`config.mk`:
```
export PLATFORM = sky130hd
export DESIGN_NAME = pipe_irq_ctrl
export DESIGN_NICKNAME = d
export VERILOG_FILES = /design/src/rtl/pipe_irq_ctrl.sv
export SDC_FILE = /design/constraint.sdc
export NUM_CORES = 1
export LEC_CHECK = 0
export ABC_CLOCK_PERIOD_IN_PS = 8760
export CAP_MARGIN = 20
export CORE_AREA = 2 2 60 118
export CTS_CLUSTER_SIZE = 10
export DETAILED_ROUTE_END_ITERATION = 8
export DIE_AREA = 0 0 62 120
export HOLD_SLACK_MARGIN = 0.15
export PLACE_DENSITY = 0.88
export SLEW_MARGIN = 20
export SYNTH_ARGS = -nofsm -noshare
export SYNTH_HDL_FRONTEND = slang
export SYNTH_SLANG_ARGS = --single-unit
export TNS_END_PERCENT = 20
```
`constraint.sdc`:
```
create_clock -name clk -period 8.76 [get_ports clk]
set_input_delay 2.628 -clock clk [delete_from_list [all_inputs] [get_ports clk]]
set_output_delay 2.628 -clock clk [all_outputs]
set_load 0.05 [all_outputs]
```
`src/rtl/pipe_irq_ctrl.sv`:
```
// Vectored, prioritised interrupt controller for the 5-stage MIPS pipeline.
// Each IRQ lane synchronises and edge-latches its request; the top arbitrates and keeps the EPC/cause stack.

module pipe_irq_lane #(
    parameter int SYNC_STAGES = 2
) (
    input  logic clk,
    input  logic rst,
    input  logic irq,
    input  logic clr,
    output logic pending
);
    // sync_q[SYNC_STAGES] holds the previous synchronised value for edge detection
    logic [SYNC_STAGES:0] sync_q;
    logic                 rise;

    assign rise = sync_q[SYNC_STAGES-1] & ~sync_q[SYNC_STAGES];

    always_ff @(posedge clk) begin
        if (rst) begin
            sync_q  <= '0;
            pending <= 1'b0;
        end else begin
            sync_q  <= {sync_q[SYNC_STAGES-1:0], irq};
            // a fresh edge wins over a same-cycle clear
            pending <= (pending & ~clr) | rise;
        end
    end
endmodule

module pipe_irq_ctrl #(
    parameter int                N_IRQ       = 4,
    parameter int                ADDR_W      = 32,
    parameter int                SYNC_STAGES = 2,
    parameter int                NEST_DEPTH  = 1,
    parameter logic [ADDR_W-1:0] VEC_BASE    = 32'h0000_0004,
    parameter int                VEC_SHIFT   = 3,
    localparam int               IDX_W       = (N_IRQ > 1) ? $clog2(N_IRQ) : 1,
    localparam int               DEPTH_W     = $clog2(NEST_DEPTH + 1)
) (
    input  logic               clk,
    input  logic               rst,
    input  logic [N_IRQ-1:0]   irq_in,
    input  logic [N_IRQ-1:0]   irq_mask,
    input  logic               ie_global,
    input  logic               stall_in,
    input  logic               eret_in,
    input  logic               exe_valid,
    input  logic [ADDR_W-1:0]  exe_pc,
    input  logic [ADDR_W-1:0]  id_pc,
    output logic               flush_ie,
    output logic               flush_id,
    output logic               redirect_en,
    output logic [ADDR_W-1:0]  redirect_pc,
    output logic [ADDR_W-1:0]  epc_out,
    output logic [IDX_W-1:0]   cause_out,
    output logic               ir_en,
    output logic [DEPTH_W-1:0] depth_out,
    output logic               eret_err
);
    logic [N_IRQ-1:0]   pending, eligible, clr;
    logic [IDX_W-1:0]   win, top_cause;
    logic [ADDR_W-1:0]  top_epc;
    logic [DEPTH_W-1:0] sp;
    logic               sp_open, take, eret_ok;
    logic [ADDR_W-1:0]  epc_stk   [NEST_DEPTH];
    logic [IDX_W-1:0]   cause_stk [NEST_DEPTH];

    for (genvar g = 0; g < N_IRQ; g++) begin : g_lane
        pipe_irq_lane #(.SYNC_STAGES(SYNC_STAGES)) u_lane (
            .clk     (clk),
            .rst     (rst),
            .irq     (irq_in[g]),
            .clr     (clr[g]),
            .pending (pending[g])
        );
    end

    always_comb begin
        top_epc   = '0;
        top_cause = '0;
        for (int k = 0; k < NEST_DEPTH; k++)
            if (sp == DEPTH_W'(k + 1)) begin
                top_epc   = epc_stk[k];
                top_cause = cause_stk[k];
            end
    end

    always_comb begin
        win = '0;
        for (int i = N_IRQ - 1; i >= 0; i--)
            if (eligible[i]) win = IDX_W'(i);
    end

    assign eligible = ie_global ? (pending & irq_mask) : '0;
    assign sp_open  = sp < DEPTH_W'(NEST_DEPTH);
    // only a strictly higher-priority source may preempt a running handler; ERET wins ties
    assign take     = !rst && ie_global && sp_open && (|eligible) && !stall_in && !eret_in &&
                      (sp == '0 || win < top_cause);
    assign eret_ok  = !rst && eret_in && sp != '0;
    assign clr      = take ? (N_IRQ'(1) << win) : '0;

    assign ir_en       = ie_global && (rst || sp_open);
    assign flush_ie    = take;
    assign flush_id    = eret_ok;
    assign redirect_en = take || eret_ok;
    assign redirect_pc = take    ? VEC_BASE + (ADDR_W'(win) << VEC_SHIFT) :
                         eret_ok ? top_epc : '0;
    assign eret_err    = !rst && eret_in && sp == '0;
    assign epc_out     = rst ? '0 : top_epc;
    assign cause_out   = rst ? '0 : top_cause;
    assign depth_out   = rst ? '0 : sp;

    always_ff @(posedge clk) begin
        if (rst)          sp <= '0;
        else if (take)    sp <= sp + DEPTH_W'(1);
        else if (eret_ok) sp <= sp - DEPTH_W'(1);
    end

    // interrupted EXE instruction re-executes on return; fall back to ID when EXE is a bubble
    always_ff @(posedge clk) begin
        if (rst) begin
            for (int k = 0; k < NEST_DEPTH; k++) begin
                epc_stk[k]   <= '0;
                cause_stk[k] <= '0;
            end
        end else if (take) begin
            for (int k = 0; k < NEST_DEPTH; k++)
                if (sp == DEPTH_W'(k)) begin
                    epc_stk[k]   <= exe_valid ? exe_pc : id_pc;
                    cause_stk[k] <= win;
                end
        end
    end
endmodule

```
After elaboration in Yosys (flattened, before gate mapping)
Memories as Yosys holds them, arrays and structs flattened.
Cells that the tools add are included.
{"block": "totals", "mem_bits_rw": 34, "out_inout_bits": 72, "register_bits": 17, "mem_count": 2, "word_cells": 85}
{"name": "epc_stk", "words": 1, "word_bits": 32, "read_ports": 1, "rd_ports_with_merged_regs": 0, "wr": 1, "line": "66", "text": "logic [ADDR_W-1:0] epc_stk [NEST_DEPTH];"}
{"name": "cause_stk", "words": 1, "word_bits": 2, "read_ports": 1, "rd_ports_with_merged_regs": 0, "wr": 1, "line": "67", "text": "logic [IDX_W-1:0] cause_stk [NEST_DEPTH];"}
{"block": "classes", "n_shift": 1, "n_bitwise": 22, "n_addsub": 3, "n_reduce_logical": 20, "order_cmp": 2, "n_mux": 26}
{"operator": "2-to-1 mux 32 bit", "n": 6}
{"operator": "OR reduction 32 bit", "n": 1}
{"operator": "2-to-1 mux 2 bit", "n": 7}
{"operator": "2-to-1 mux 1 bit", "n": 11}
{"operator": "logical AND 1 bit", "n": 10}
{"operator": "NOT 1 bit", "n": 9}
{"operator": "AND 1 bit", "n": 8}
{"operator": "2-to-1 mux 4 bit", "n": 2}
{"operator": "adder 3 x 5 -> 6 bit, first input constant", "n": 1}
{"operator": "AND 4 bit", "n": 1}
{"operator": "OR 1 bit", "n": 4}
{"operator": "OR reduction 4 bit", "n": 1}
{"operator": "<< shifter 1 x 2 -> 4 bit, first input constant", "n": 1}
{"operator": "logical NOT 1 bit", "n": 3}
{"operator": "logical OR 1 bit", "n": 3}
{"operator": "less-than comparator 2 bit", "n": 1}
{"operator": "nonzero test 2 bit", "n": 1}
{"operator": "OR reduction 2 bit", "n": 1}
{"operator": "adder 1 bit, second input constant", "n": 1}
{"operator": "less-than comparator 1 bit, second input constant", "n": 1}
{"operator": "subtractor 1 bit, second input constant", "n": 1}

Longest topological paths before layout
{"block": "depth", "depth_word": 14, "mapped_depth": 5, "mapped_depth_nobuf": 4}

Modules after synthesis
From an unflattened synthesis, not the netlist that was laid out.
{"block": "unflattened", "cells_unflattened": 254, "hier_area_um2": 2697.6}
{"module": "pipe_irq_ctrl", "cells_each": 214, "area_each_um2": 2187.1, "seq_area_each_um2": 1041.0, "instances": 1}
{"module": "pipe_irq_lane", "cells_each": 10, "area_each_um2": 127.6, "seq_area_each_um2": 80.1, "instances": 4}

Least setup slack after synthesis
Ideal clock, no wire load.
{"block": "synth_path", "path_kind": "in2out", "from": "in rst", "to": "out redirect_pc[4]", "path_buffers": 1, "arrival_time_ns": 4.434, "setup_slack_ns": 1.698, "t_required_ns": 6.132, "cell_stages": 5, "cell_sequence": "nor2b_1 > and2_1 > clkbuf_1 > a22oi_1 > a21oi_1"}
{"item": "start: declaration", "line": "42", "text": "input logic rst,"}
{"item": "logical NOT 1 bit", "line": "100", "text": "assign eret_ok = !rst && eret_in && sp != '0;"}
{"item": "logical AND 1 bit (2 in a row)", "line": "100"}
{"item": "named net flush_id", "line": "52", "text": "output logic flush_id,"}
{"item": "2-to-1 mux 32 bit", "line": "108", "text": "eret_ok ? top_epc : '0;"}
{"item": "2-to-1 mux 32 bit", "line": "107", "text": "assign redirect_pc = take ? VEC_BASE + (ADDR_W'(win) << VEC_SHIFT) :"}
{"item": "end: declaration", "line": "54", "text": "output logic [ADDR_W-1:0] redirect_pc,"}
The timed path passes the listed nets, and every way through them passes these cells.

Final worst setup path
{"block": "layout_path", "from": "in ie_global", "to": "out redirect_pc[4]"}
{"block": "layout_via", "elab_chain_cells": 9}
{"item": "start: declaration", "line": "45", "text": "input logic ie_global,"}
{"item": "branches (longest 8 deep; another with adder 3 x 5 -> 6 bit)"}
{"item": "2-to-1 mux 32 bit (*)", "line": "107"}
Every way passes the cells marked *.

==> Implementation_results.wiki <==
{| class="wikitable"
! Metric !! Value
|-
| Detailed-route DRC error count || 0
|-
| Max-slew violation count || 0
|-
| Peak ir drop on the vdd network || 131 µV
|-
| Source of the worst hold timing path || g_lane[3].u_lane.sync_q[2]
|-
| Worst reg-to-reg setup slack || 6.47 ns
|-
| Hold violation total from the final report || 0
|-
| Number of buffers on the longest clock path || 2
|-
| Vias after detailed routing || approximately 2400
|-
| Number of DRC markers after the initial detailed-route iteration || 91
|-
| Main area contributors after synthesis || edfxtp_1, dfxtp_1, mux2i_1
|-
| Yosys Warn Count || 0
|-
| Number of instances resized during post-cts repair || 0
|-
| NumNets Final || 476
|-
| Cell area after placement || ~4200 µm²
|-
| Level count of the clock H-tree || 2
|-
| Clock transition at the register clock pins on the worst setup and hold paths after CTS || 0.06 ns
|-
| Most common library cell in the layout ignoring fill and taps || clkdlybuf4s50_1
|-
| Cell type with the highest aggregate area in the netlist || edfxtp_1
|-
| Antenna violations before repair || 0
|-
| Core occupancy in the finished layout || 66.0%
|-
| Post-synthesis cell area || 2600 µm²
|-
| Final critical-path required period || 7.80 ns
|-
| Critical register-to-register path startpoint || g_lane[0].u_lane.pending
|-
| Commonest cells after routing, fill and taps aside || clkdlybuf4s50_1, and2_1, edfxtp_1
|-
| # diodes || 0
|-
| Max Cap Viol || 0
|-
| Synth Register Bits || roughly 50
|-
| Number of instances in the synthesized netlist || ~260
|-
| Max Fclk || roughly 0.13 GHz
|-
| Maximum number of pins on one net before global-route repair || 35
|-
| Remaining number of nets flagged by the antenna check after routing || 0
|-
| Setup fix buffers added after clock tree synthesis || 0
|-
| Height of the die || ~120 µm
|-
| Maximum fanout count along the critical path || 5
|-
| Classification of the worst-slack hold path || flop to flop
|-
| Vias in the first global route || approximately 2300
|-
| Hold Crit Depth || 1
|-
| Final routed wirelength across all metal layers || 7400 µm
|-
| Die outline area || between 7000 and 8000 µm²
|-
| Average via count per standard cell || 4.90
|-
| Actual slew at the worst max-slew pin || between 0.9 and 1 ns
|-
| Class of the most critical setup path || input pin to output port
|-
| Count of distinct cell types in the synthesized netlist || 27
|-
| Static leakage || roughly 1.8 nW
|-
| Outcome || finished, final reports clean
|-
| Ports || 150
|-
| Die width || slightly above 60 µm
|-
| Number of clock buffers inserted by TritonCTS || 5
|-
| Data required time at the worst endpoint || 6.13 ns
|-
| Weighted congestion reported at the end of routability-driven placement || between 0.9 and 1
|-
| Synth-to-layout area growth || 66.6%
|-
| Avg Synthesized Cell Area || around 10 µm²
|-
| Category of the worst setup path capture point || output port
|-
| Detailed-router iteration count before antenna repair || 4
|-
| Share of the yosys chip area belonging to registers || between 50 and 60%
|-
| Core Rows || 42
|-
| Remaining global-route overflow || 0
|-
| Setup TNS Final || 0 ns
|-
| Worst setup SP type || input pin
|-
| Area of all placed cells without fillers || about 4300 µm²
|-
| Clock skew || ~0.0044 ns
|-
| Wire length per cell after detailed routing || 15.2 µm
|-
| Worst path arrival time || slightly above 5 ns
|-
| Worst-case headroom to the max-slew limit || between 30% and 40%
|-
| DP Wirelength || 5780 µm
|-
| Total setup violations reported at the end of the flow || 0
|-
| Area of the core || 6570 µm²
|-
| Setup repair after global routing missed its margin || false
|-
| Global-route wire length before repair || ~11000 µm
|-
| Final period util || about nine tenths
|-
| Pwr/cell area || roughly 120 nW/µm²
|-
| Insertion delay of the later-clocked pin in the worst-skew pair || roughly 0.28 ns
|-
| TritonCTS sink count || slightly above 50
|-
| Share of layout cells above drive strength 1 || between 5 and 6%
|-
| Hold Crit Endpoint || g_lane[3].u_lane.pending
|-
| Number of inserted filler cells in the final layout || about 550
|-
| CTS root buf || clkbuf_16
|-
| Quantity of I/O buffers inserted on ports || about 150
|-
| Cell depth of the worst flop-to-flop path || 6
|-
| Worst reg2reg path endpoint || epc_stk[0][31]
|-
| Number of hold buffers added after cts || 0
|-
| Post-synthesis net count || between 300 and 400
|-
| Share of the synthesized area in the top cell type || 39.2%
|-
| Overall routing resource usage || between 20% and 30%
|-
| Effective utilization at floorplan || about two fifths
|-
| Clock tree from TritonCTS || done
|}
power breakdown:
part | internal [mW] | switching [mW]
clock network | 0.114 | 0.0816
logic | 0.0436 | 0.0281
registers | 0.265 | 0.00389
total | 0.423 | 0.114
area by class of cell:
cell class,count,area [µm²],area share [%]
repair buffers,155,1520,35.1
clock buffers,6,139,3.20
flip-flops and latches,51,1360,31.4
multi-input cells,179,1160,26.9
well taps,88,110,2.54
inverters,6,22.5,0.520
clock inverters,2,15.0,0.346
state kept, by name (all words and copies together) (netlist names):
name	flops
epc_stk	32
g_lane.u_lane.sync_q	12
g_lane.u_lane.pending	4
cause_stk	2
sp	1
layer usage:
| layer | global-route usage (%) | part of all wire (%) | vias to the layer above |
|---|---|---|---|
| met1 | 20.9 | 35 | 1104 |
| met2 | 36.3 | 56 | 105 |
| met3 | 2.37 | 5.7 | 20 |
| met5 | 0 | 0 | - |
| met4 | 10.6 | 4.1 | 0 |
| li1 | - | - | 1155 |
synth_stat cells (all sizes together):
cell type  count
and3          29
a21o           1
nor2          32
or3            2
a221oi         1
nor3           2
a21oi          4
inv            6
a22oi          1
nand2b         3
or3b           1
edfxtp        34
a22o           1
nand2          9
nand3          1
mux2i         32
o311ai         1
a32o           1
nor2b         15
o21ai          5
dfxtp         17
and2          36
a21boi         1
clkbuf        19
nor3b          1
how the worst max path moves through the flow:
stage,cells past startpoint,from,end
5_1_grt,6,ie_global,redirect_pc[4]
2_1_floorplan,5,rst,redirect_pc[4]
6_report,6,ie_global,redirect_pc[4]
4_1_cts,6,ie_global,redirect_pc[4]
3_5_place_dp,6,ie_global,redirect_pc[4]
3_3_place_gp,6,ie_global,redirect_pc[4]
critical path, stage by stage:
cell and delay [ns]:
clkdlybuf4s50_1 0.53, or3b_1 0.42, nor3_1 0.41, a22oi_1 0.14, a21oi_1 0.20, clkdlybuf4s50_1 0.83
logic make-up after synthesis:
group	count (synthesis)	share of synthesized area (%)
AO/OA/AOI/OAI	16	3.99
buffers and inverters	25	3.61
flip-flops	51	52.3
multiplexers	32	12.3
AND/OR/NAND/NOR	131	27.8
metrics by stage:
step           hold slack, ns  power (mW)  setup WS, ns  std cells
6_report                0.439       0.537         0.964        487
5_1_grt                 0.453       0.558         0.882        487
4_1_cts                 0.438       0.542         0.969        487
3_5_place_dp            0.429       0.347         0.980        479
3_3_place_gp            0.405       0.344          1.04        479
2_1_floorplan           0.399       0.301          1.70        255
Note: power is estimated with default switching activity, not from simulation.
